$ cat config.mk
export PLATFORM = sky130hd
export DESIGN_NAME = core_ctrl
export DESIGN_NICKNAME = d
export VERILOG_FILES = /design/src/rtl/core_ctrl.sv
export SDC_FILE = /design/constraint.sdc
export NUM_CORES = 1
export LEC_CHECK = 0
export BUFFER_PORTS_ARGS = -buffer_cell sky130_fd_sc_hd__buf_2
export CAP_MARGIN = 25
export CORE_MARGIN = 2
export CORE_UTILIZATION = 53
export CTS_CLUSTER_DIAMETER = 60
export DETAILED_ROUTE_END_ITERATION = 16
export PLACE_DENSITY = 0.85
export SYNTH_ARGS = -nofsm -noshare
export SYNTH_HDL_FRONTEND = slang
export SYNTH_SLANG_ARGS = --single-unit
$ cat constraint.sdc
create_clock -name clk_i -period 8.3 [get_ports clk_i]
set_input_delay 1.66 -clock clk_i [delete_from_list [all_inputs] [get_ports clk_i]]
set_output_delay 1.66 -clock clk_i [all_outputs]
set_load 0.05 [all_outputs]
$ cat src/rtl/core_ctrl.sv
// Multi-cycle sequencer: fetch handshake, instruction register, PC and
// retire counter, with Moore-decoded register-file and dmem strobes.
module core_ctrl #(
  parameter logic [31:0] RESET_PC = 32'h0000_0000
) (
  input  logic        clk_i,
  input  logic        rst_i,
  output logic        imem_req_o,
  output logic [31:0] imem_addr_o,
  input  logic        imem_rvalid_i,
  input  logic [31:0] imem_rdata_i,
  output logic [31:0] instr_o,
  output logic [31:0] pc_o,
  output logic        rf_wr_en_o,
  output logic        load_en_o,
  output logic        dmem_req_o,
  output logic        dmem_we_o,
  input  logic        dmem_rvalid_i,
  output logic [31:0] retire_cnt_o,
  output logic        illegal_o,
  output logic [2:0]  state_o
);

  typedef enum logic [2:0] {
    FETCH  = 3'd0,
    WAIT_I = 3'd1,
    DECODE = 3'd2,
    EXEC   = 3'd3,
    MEM    = 3'd4,
    WB     = 3'd5,
    HALT   = 3'd6
  } state_e;

  localparam logic [6:0] OP_R  = 7'b0110011;
  localparam logic [6:0] OP_I  = 7'b0010011;
  localparam logic [6:0] OP_LD = 7'b0000011;
  localparam logic [6:0] OP_ST = 7'b0100011;
  localparam logic [31:0] NOP  = 32'h0000_0013;

  state_e      state_q, state_d;
  logic [31:0] pc_q, pc_d;
  logic [31:0] instr_q, instr_d;
  logic [31:0] cnt_q, cnt_d;
  logic        illegal_q, illegal_d;

  logic [6:0] opcode;
  logic       is_load;
  logic       is_store;
  logic       is_alu;
  logic       rd_nz;

  assign opcode   = instr_q[6:0];
  assign is_load  = (opcode == OP_LD);
  assign is_store = (opcode == OP_ST);
  assign is_alu   = (opcode == OP_R) || (opcode == OP_I);
  assign rd_nz    = (instr_q[11:7] != 5'd0);

  always_ff @(posedge clk_i or posedge rst_i) begin
    if (rst_i) begin
      state_q   <= FETCH;
      pc_q      <= RESET_PC;
      instr_q   <= NOP;
      cnt_q     <= 32'd0;
      illegal_q <= 1'b0;
    end else begin
      state_q   <= state_d;
      pc_q      <= pc_d;
      instr_q   <= instr_d;
      cnt_q     <= cnt_d;
      illegal_q <= illegal_d;
    end
  end

  always_comb begin
    state_d   = state_q;
    pc_d      = pc_q;
    instr_d   = instr_q;
    cnt_d     = cnt_q;
    illegal_d = illegal_q;
    unique case (state_q)
      FETCH: state_d = WAIT_I;
      WAIT_I: begin
        if (imem_rvalid_i) begin
          instr_d = imem_rdata_i;
          state_d = DECODE;
        end
      end
      DECODE: begin
        if (is_alu || is_load || is_store) begin
          state_d = EXEC;
        end else begin
          illegal_d = 1'b1;
          state_d   = HALT;
        end
      end
      EXEC: state_d = (is_load || is_store) ? MEM : WB;
      MEM: begin
        if (dmem_rvalid_i) begin
          if (is_store) begin
            pc_d    = pc_q + 32'd4;
            cnt_d   = cnt_q + 32'd1;
            state_d = FETCH;
          end else begin
            state_d = WB;
          end
        end
      end
      WB: begin
        pc_d    = pc_q + 32'd4;
        cnt_d   = cnt_q + 32'd1;
        state_d = FETCH;
      end
      HALT: state_d = HALT;
      default: state_d = FETCH;
    endcase
  end

  // strobes are gated by reset so an in-flight request drops immediately
  assign imem_req_o   = ~rst_i & (state_q == FETCH);
  assign dmem_req_o   = ~rst_i & (state_q == MEM);
  assign dmem_we_o    = ~rst_i & (state_q == MEM) & is_store;
  assign rf_wr_en_o   = ~rst_i & (state_q == WB) & rd_nz;
  assign load_en_o    = ~rst_i & is_load
                        & ((state_q == WB) || (state_q == MEM));
  assign imem_addr_o  = pc_q;
  assign pc_o         = pc_q;
  assign instr_o      = instr_q;
  assign retire_cnt_o = cnt_q;
  assign illegal_o    = illegal_q;
  assign state_o      = state_q;

endmodule

==> run metrics <==
pin count of the biggest net entering global routing=53; Num CTS Buffers=9; Routed WL=9730 µm; # placed instances=637; Detail Route Antenna Nets=0; Max Transition Viols Final=0; post-CTS sizing=0; clk_skew=13.6 ps; CP max stage delay=410 ps; ys async rst share=100%; PnR worst setup slack=3600 ps; WL/cell=14.9 µm; Yosys reg bits=98; synthesis-to-finish area growth=18.7%; dpl ws=3560 ps; Reg area=2460 µm²; Syn Inst Count=400; Hold/Removal Path Class=reg -> reg; area of the multi-input gates=1820 µm²; Reg power frac=38.6%; row cnt=34; synth top area cells=dfrtp_1, mux2_2, xnor2_1, buf_4, xor2_1; Warnings, synthesis=0; initial antenna violation count=0; CP Class=in -> out; FF-to-FF setup slack=5840 ps; crit path max-delay cell type=inv_4; initial core utilization=53.6%; post-synth top area cell=dfrtp_1; Cell Area, Synth=4610 µm²; simple-gate share of the synthesized area=17.4%; cts hold-fix bufs=0; Int Pwr=932 µW; Setup Fix Bufs, Post-CTS=0; Logic pwr share=47.0%; root buffer cell=clkbuf_8; Post-Synth Adder-Cell Area=0.543%; switching share of power=49.8%; Seq/Total Area, Yosys=53.3%; crit-path cells=buf_2, inv_4, nand2_1, nor2_1, and3_1, buf_2; Leak=0.00284 µW; switching power=924 µW; FILL cells=722; post-synthesis mux area share=7.82%; max frequency=213 MHz; largest family of logic cells by synthesized area=simple AND/OR/NAND/NOR gates; outcome=complete, no violations; Setup crit end kind=output port; H-tree levels=3; IO Pins=173; Synth Area in Compound Gates=1.90%; Vias/cell=5.23; vias in the first global route=3407; critical path's top delay family=buffers and inverters; GP Congestion=0.782; Max-slew headroom=36.7%; top-area cell type share of the netlist area=51.6%; fin crit share=56.7%; Tmin final=4700 ps; Cell variety after synth=42; TNS Setup=0 ps; Tot GR Track Use=21.1%; CP arrival=3040 ps; Starting DRT DRC Count=98; # port buffers=168; Req. time, crit path=6640 ps; chip width=97.2 µm; max cap viols=0; Pwr Density=339 nW/µm²; DR vias=3412; crit-path max FO=48; Worst Path Buf+Inv=3; Die ar.=9460 µm²; Max IR drop VDD=0.308 mV; Slew @ Worst Pin=946 ps; number of synthesized flops with an enable pin=0; RSZ-0062 raised after global routing=no; GRT Residual Overflow=0; CP most frequent cell=buf_2; clk sink count=98; DR pass1 iterations=4; first-pass GRT wire length=16600 µm; DP HPWL=7240 µm; endpoints failing setup=0; Synth Area in XOR/XNOR=11.4%; Non-Filler Instances=652; CP startpoint kind=input pin; core box area=8590 µm²; Fin. Hold Viols=0; CTS clk-pin slew, worst paths=80 ps; diodes inserted=0; proportion of layout cells with a drive suffix above 1=42.6%; Die Ht=97.2 µm; Max Root-Sink Buffers=2; CTS tree=yes; power share of the clock group=14.3%; Top FF cell, synth=dfrtp_1; # DRC=0; nets=578; Avg Inst Size Synth=11.5 µm²; worst skew pair latency=350 ps
cells by family (layout without fill, tap and decap cells):
family                   count (synthesis)  in the layout
multiplexers                            32             32
buffers and inverters                   55            196
XOR/XNOR                                60             60
flip-flops                              98             98
other                                    1              4
AND/OR/NAND/NOR                        143            143
AO/OA/AOI/OAI                            9              9
adder cells (fa/ha/maj)                  2              2
layout make-up:
class	instances	share of cell area (%)
sequential	98	44.9
multi-input combinational	250	33.3
timing repair buffer	170	15.6
tap	108	2.47
clock buffer	10	2.33
inverter	11	0.800
clock inverter	5	0.572
power by group through the flow:
stage / Sequential, µW / Combinational, µW / Clock (µW)
floorplan: 1090 / 322 / 0
global placement: 718 / 864 / 0
detailed placement: 727 / 877 / 0
CTS: 718 / 879 / 274
global route: 740 / 915 / 290
finish: 717 / 873 / 266
sequential cells by signal, summed over array words and instances, names as in the netlist:
name,cells
illegal_o,1
state_o,3
instr_o,32
retire_cnt_o,32
imem_addr_o,30
layout by cell type, fill, tap and decap left out, drive strengths merged:
cell type and n:
dfrtp 95, nor3b 2, dfstp 3, or4b 1, a211oi 1, nor3 13
clkinvlp 1, and3 6, clkbuf 10, xnor2 35, ha 2, a41o 1
nand2b 2, nor4 8, nand2 30, and2 1, a21oi 1, nand3b 1
clkinv 3, nand3 23, or4 4, nand4 12, xor2 25, nand4b 1
a21o 1, a41oi 1, o22ai 1, and4 5, or3 1, o41ai 1
nor2 29, a31o 1, mux2 32, inv 12, conb 4, nor2b 4
buf 170, a31oi 1
cells in the mapped netlist, types with 2 or more instances:
| cell | count |
|---|---|
| mux2_2 | 32 |
| nor4_4 | 3 |
| xor2_1 | 25 |
| nor2_1 | 29 |
| xnor2_1 | 35 |
| nand3_1 | 23 |
| nand2b_1 | 2 |
| nor4_1 | 5 |
| nand2_1 | 30 |
| dfstp_2 | 3 |
| and4_1 | 5 |
| ha_1 | 2 |
| buf_2 | 4 |
| nand4_1 | 11 |
| buf_4 | 34 |
| dfrtp_1 | 95 |
| or4_1 | 3 |
| inv_1 | 11 |
| and3_1 | 6 |
| nor3_2 | 3 |
| nor3b_1 | 2 |
| clkbuf_1 | 5 |
| nor2b_1 | 4 |
| nor3_1 | 10 |
path summary, 6_finish.rpt:
kind | start | end | cells past startpoint
hold reg to reg | illegal_o | illegal_o | 1
setup reg to reg | state_o[0] | instr_o[22] | 4
min in group asynchronous | rst_i | instr_o[8] | 2
max in group asynchronous | rst_i | instr_o[22] | 3
hold / removal | illegal_o | illegal_o | 1
setup / recovery | rst_i | dmem_we_o | 6
worst reg2reg max path, stage by stage (launching register included):
cell	delay (ps)
dfrtp_1	580
inv_1	160
nor3b_2	810
buf_4	420
mux2_2	380
layer usage:
layer | vias up | share of wire [%] | GRT usage, %
li1 | 1603 | - | -
met1 | 1688 | 45 | 28.9
met2 | 110 | 49 | 34.7
met3 | 11 | 5.2 | 3.88
met4 | 0 | 1.3 | 6.52
met5 | - | 0 | 0
stage by stage:
stage          area, µm²  hold slack [ps]  total power, µW  util (%)
6_report            5470              470             1860      63.7
5_1_grt             5470              499             1940      63.7
4_1_cts             5470              479             1870      63.7
3_5_place_dp        5310              458             1600      61.8
3_3_place_gp        5310              453             1580      61.8
2_1_floorplan       4620              736             1410         -
Note: power is estimated with default switching activity, not from simulation.
